`src/rtl/decoder_scan_arbiter.sv`:
```
// Round-robin arbiter for 8 requesters that drives a 3-to-8 decoder via sel, qualified by gnt_vld.
// Define SCAN_ARB_TIMEOUT_EN to build the HOLD_MAX hold timer and make the timeout output live.
module decoder_scan_arbiter #(
    parameter int HOLD_MAX = 16
) (
    input  logic       clk,
    input  logic       rst,
    input  logic       en,
    input  logic [7:0] req,
    input  logic       done,
    output logic [2:0] sel,
    output logic       gnt_vld,
    output logic       busy,
    output logic       timeout
);

    typedef enum logic [1:0] {
        IDLE    = 2'd0,
        GRANT   = 2'd1,
        RELEASE = 2'd2
    } state_t;

    state_t     state_reg, state_next;
    logic [2:0] sel_reg, sel_next;
    logic [2:0] last_reg, last_next;
    logic       gnt_vld_reg, gnt_vld_next;
    logic       busy_reg, busy_next;

    logic [7:0] rot_req;
    logic [2:0] win_off;
    logic [2:0] win_idx;
    logic       any_req;
    logic       hold_hit;
    logic       grant_end;

    generate
        if (HOLD_MAX < 2) begin : g_bad_hold
            $error("HOLD_MAX must be at least 2");
        end
    endgenerate

    // rot_req[0] is the requester right after the last grantee, so the lowest set bit wins.
    generate
        for (genvar gi = 0; gi < 8; gi++) begin : g_rot
            assign rot_req[gi] = req[3'(last_reg + 3'(gi + 1))];
        end
    endgenerate

    always_comb begin
        win_off = 3'd0;
        for (int i = 7; i >= 0; i--) begin
            if (rot_req[i]) begin
                win_off = 3'(i);
            end
        end
    end

    assign any_req = |req;
    assign win_idx = last_reg + win_off + 3'd1;

`ifdef SCAN_ARB_TIMEOUT_EN
    localparam int CNT_W = $clog2(HOLD_MAX);

    logic [CNT_W-1:0] cnt_reg, cnt_next;
    logic             timeout_reg, timeout_next;

    assign hold_hit = (cnt_reg == CNT_W'(HOLD_MAX - 1));

    // A done or dropped request on the final cycle counts as a normal release, not a timeout.
    always_comb begin
        cnt_next     = '0;
        timeout_next = 1'b0;
        if (state_reg == GRANT && !grant_end) begin
            cnt_next = cnt_reg + 1'b1;
        end
        if (state_reg == GRANT && hold_hit && !done && req[sel_reg]) begin
            timeout_next = 1'b1;
        end
    end

    always_ff @(posedge clk or posedge rst) begin
        if (rst) begin
            cnt_reg     <= '0;
            timeout_reg <= 1'b0;
        end else begin
            cnt_reg     <= cnt_next;
            timeout_reg <= timeout_next;
        end
    end

    assign timeout = timeout_reg;
`else
    assign hold_hit = 1'b0;
    assign timeout  = 1'b0;
`endif

    assign grant_end = done || !req[sel_reg] || hold_hit;

    always_comb begin
        state_next   = state_reg;
        sel_next     = sel_reg;
        last_next    = last_reg;
        gnt_vld_next = 1'b0;
        case (state_reg)
            IDLE: begin
                if (en && any_req) begin
                    state_next   = GRANT;
                    sel_next     = win_idx;
                    gnt_vld_next = 1'b1;
                end
            end
            GRANT: begin
                if (grant_end) begin
                    state_next = RELEASE;
                    last_next  = sel_reg;
                end else begin
                    gnt_vld_next = 1'b1;
                end
            end
            RELEASE: begin
                state_next = IDLE;
            end
            default: begin
                state_next = IDLE;
            end
        endcase
        busy_next = (state_next != IDLE);
    end

    always_ff @(posedge clk or posedge rst) begin
        if (rst) begin
            state_reg   <= IDLE;
            sel_reg     <= 3'd0;
            last_reg    <= 3'd7;
            gnt_vld_reg <= 1'b0;
            busy_reg    <= 1'b0;
        end else begin
            state_reg   <= state_next;
            sel_reg     <= sel_next;
            last_reg    <= last_next;
            gnt_vld_reg <= gnt_vld_next;
            busy_reg    <= busy_next;
        end
    end

    assign sel     = sel_reg;
    assign gnt_vld = gnt_vld_reg;
    assign busy    = busy_reg;

endmodule

```
`config.mk`:
```
export PLATFORM = sky130hd
export DESIGN_NAME = decoder_scan_arbiter
export DESIGN_NICKNAME = d
export VERILOG_FILES = /design/src/rtl/decoder_scan_arbiter.sv
export SDC_FILE = /design/constraint.sdc
export NUM_CORES = 1
export LEC_CHECK = 0
export ABC_CLOCK_PERIOD_IN_PS = 4500
export CAP_MARGIN = 20
export CORE_ASPECT_RATIO = 0.7
export CORE_MARGIN = 10
export CORE_UTILIZATION = 29
export DETAILED_ROUTE_END_ITERATION = 7
export PLACE_DENSITY = 0.5
export SYNTH_ARGS = -nofsm -noshare
export SYNTH_HDL_FRONTEND = slang
export SYNTH_SLANG_ARGS = --single-unit
```
`constraint.sdc`:
```
create_clock -name clk -period 4.5 [get_ports clk]
set_input_delay 1.125 -clock clk [delete_from_list [all_inputs] [get_ports clk]]
set_output_delay 1.125 -clock clk [all_outputs]
set_load 0.005 [all_outputs]
```
==> results by group <==
Run status
  – Outcome: finished clean

Clocking
  – Worst skew pair latency: 0.23 ns
  – CTS root buffer: clkbuf_8
  – Hold_buf cts: 0
  – CTS tree: yes
  – Max clock buf depth: 2
  – Post_cts resized: 0
  – H-Tree Depth: 1
  – Clk slew on worst S/H paths: around 0.05 ns
  – CTS buffer count: 3
  – Post-CTS Setup Repair Bufs: 0
  – CTS Sinks: 10

Detailed routing
  – Vias per Instance: 5.21
  – Vias: 870
  – Residual DRC: 0
  – DRT Pass-1 Iters: 4
  – Routed WL: 2600 µm
  – DR iter-0 viols: between 60 and 70
  – ANT nets after route: 0
  – WL/cell: 15.6 µm

Yosys
  – Synth warn: 0
  – Gate Count Post-Synth: 94
  – EDFF count, synth: 0
  – Post-synthesis cell area: 1110 µm²
  – Net count after synthesis: 110
  – Avg Synthesized Cell Area: 11.8 µm²
  – Area share of the largest cell type after synthesis: 0.189
  – Flops & latches, synth: 10
  – Seq/Total Area, Yosys: 0.229
  – Synth top area cells: mux4_1 19%, dfrtp_1 16%, mux4_2 12%
  – Area leader, netlist: mux4_1
  – Most frequent cell after synthesis: mux2i_1
  – Number of distinct library cells after synthesis: 35
  – Post-synth top cells: 10 x mux2i_1, 8 x inv_1, 8 x mux4_1
  – FFs w/ async S/R, synth: 1.00
  – Synth Flop Type: dfrtp_1

Final layout
  – Area growth from synthesis to layout: 26.9%
  – Nets: 134
  – Final Util: 0.391
  – Layout cells sized above 1: 0.231
  – Inserted Diodes: 0
  – Filler Cells Inserted: 357

Min path
  – WHS Endpoint: busy$_DFF_PP0_
  – Hold Crit Class: register to register
  – Hold-critical path depth: 1
  – HP Start: state_reg[1]$_DFF_PP0_

Critical path
  – Crit path kind: primary input to register
  – RR Startpoint: last_reg[1]$_DFFE_PP1P_
  – Worst reg2reg endpoint: sel[2]$_DFFE_PP0P_
  – Critical Path Source Type: primary input
  – CP peak stage delay: 0.54 ns
  – CP Data Arrival Time: 4.28 ns
  – CP max-delay cell: mux4_1
  – Critical Path End Type: register
  – Setup slack, reg-to-reg: 0.77 ns
  – Data required, critical path: between 4 and 5 ns
  – Crit-path cells: clkdlybuf4s50_1, mux4_1, mux2i_1, a21boi_0, o31a_1, o21ai_0, ha_1, inv_1, fa_1, xnor2_1, or4b_1, nand3_1
  – R2R cell count: 13
  – Critical Path Fanout Max: 8

Global route
  – First-pass GRT wire length: 4390 µm
  – GRT Total Usage: 0.0797
  – Largest net degree at the start of global routing: 14
  – Vias in the first global route: just under 900
  – Remaining global-route overflow: 0
  – Initial antenna violation count: 0

Floorplanning
  – Core Region: 3600 µm²
  – Die area: 6740 µm²
  – Die X: 93.9 µm
  – Io pins: 18
  – Starting Density: 0.308
  – Die height: 71.8 µm
  – Row cnt: 18

Power and ir drop
  – Leak Pwr: 0.594 nW
  – Cell Int Power: 0.642 mW
  – Clk pwr share: 0.102
  – Power per cell area: 775 nW/µm²
  – Combinational fraction of design power: 0.705
  – Peak VDD IR: 0.340 mV
  – Sw Ratio: 0.412
  – Sw Pwr: approximately 0.45 mW
  – Seq pwr share: 0.194

Timing
  – Setup TNS: 0 ns
  – RSZ-0062 raised after global routing: false
  – Fin crit share: 0.913
  – Final setup viols: 0
  – Slew Limit Fails: 0
  – Fmax: about 0.24 GHz
  – Min Tclk post-route: 4.11 ns
  – Clock Skew: ~0.0029 ns
  – Final hold viol count: 0

Place
  – Buffers on Ports: 16
  – DP Wirelength: 2160 µm
  – Gpl congestion: 0.762

Job
  – Max-cap violations: 0
## stage by stage
| stage | hold WS (ns) | std cells | power [mW] | instance area, µm² | worst slack [ns] |
|---|---|---|---|---|---|
| 2_1_floorplan | 0.487 | 94 | 0.781 | 1110 | 0.815 |
| 3_3_place_gp | 0.521 | 163 | 0.982 | 1350 | 0.220 |
| 3_5_place_dp | 0.525 | 163 | 0.987 | 1350 | 0.141 |
| 4_1_cts | 0.537 | 167 | 1.10 | 1410 | 0.379 |
| 5_1_grt | 0.559 | 167 | 1.19 | 1410 | 0.178 |
| 6_report | 0.537 | 167 | 1.09 | 1410 | 0.391 |
## cell type report
| class | count | area (µm²) | share of cell area |
|---|---|---|---|
| sequential | 10 | 254 | 0.180 |
| clock buffer | 4 | 55.1 | 0.0391 |
| timing repair buffer | 23 | 213 | 0.151 |
| tap | 50 | 62.6 | 0.0444 |
| inverter | 9 | 35.0 | 0.0249 |
| multi-input combinational | 71 | 790 | 0.560 |
## power by group through the flow
| stage | logic [mW] | clock network [mW] | registers (mW) |
|---|---|---|---|
| 4_1_cts | 0.777 | 0.113 | 0.213 |
| 2_1_floorplan | 0.589 | 0 | 0.192 |
| 6_report | 0.770 | 0.111 | 0.211 |
| 3_3_place_gp | 0.772 | 0 | 0.210 |
| 5_1_grt | 0.853 | 0.120 | 0.220 |
| 3_5_place_dp | 0.772 | 0 | 0.215 |
## critical path, delay by kind of cell
kind,cells,cell delay (ns)
buffers and inverters,2,0.57
AND/OR/NAND/NOR,2,0.53
AO/OA/AOI/OAI,3,0.60
XOR/XNOR,1,0.18
adder cells (fa/ha/maj),2,0.54
multiplexers,2,0.75
## kinds of logic after synthesis
group	synth area share
simple gates	0.107
compound gates	0.0699
fa+ha+maj	0.0519
flops	0.229
mux	0.455
xor+xnor	0.0237
other cells	0.00338
buf+inv	0.0597
## routing by layer
| layer | global-route usage | part of all wire |
|---|---|---|
| met5 | 0 | 0 |
| met4 | 0.0202 | 0.0088 |
| met3 | 0.0187 | 0.020 |
| met2 | 0.127 | 0.48 |
| met1 | 0.105 | 0.49 |
## layout by cell type (no fill, tap or decap), types with 2 or more instances in the layout
cell type,netlist,final
xnor2_1,2,2
ha_1,3,3
nor4_1,2,2
mux2_2,4,4
nand3_1,2,2
buf_4,2,7
nand2_1,5,5
clkbuf_8,0,4
dfstp_2,3,3
o41ai_1,2,2
nand4_1,2,2
o21ai_0,4,4
dfrtp_1,7,7
and2_1,2,2
mux4_1,8,8
a21oi_1,3,3
mux2i_1,10,10
nor2_1,3,3
inv_1,8,8
clkdlybuf4s50_1,0,16
mux4_2,6,6
## how the worst max path moves through the flow
stage | from | endpoint | slack [ns] | cells after the start
finish | req[2] | sel[2]$_DFFE_PP0P_ | 0.39 | 12
global route | req[2] | sel[2]$_DFFE_PP0P_ | 0.18 | 12
CTS | req[2] | sel[2]$_DFFE_PP0P_ | 0.38 | 12
detailed placement | req[2] | sel[2]$_DFFE_PP0P_ | 0.14 | 12
global placement | req[7] | sel[2]$_DFFE_PP0P_ | 0.22 | 14
floorplan | req[7] | sel[2]$_DFFE_PP0P_ | 0.81 | 11
(Power assumes the default switching activity.)
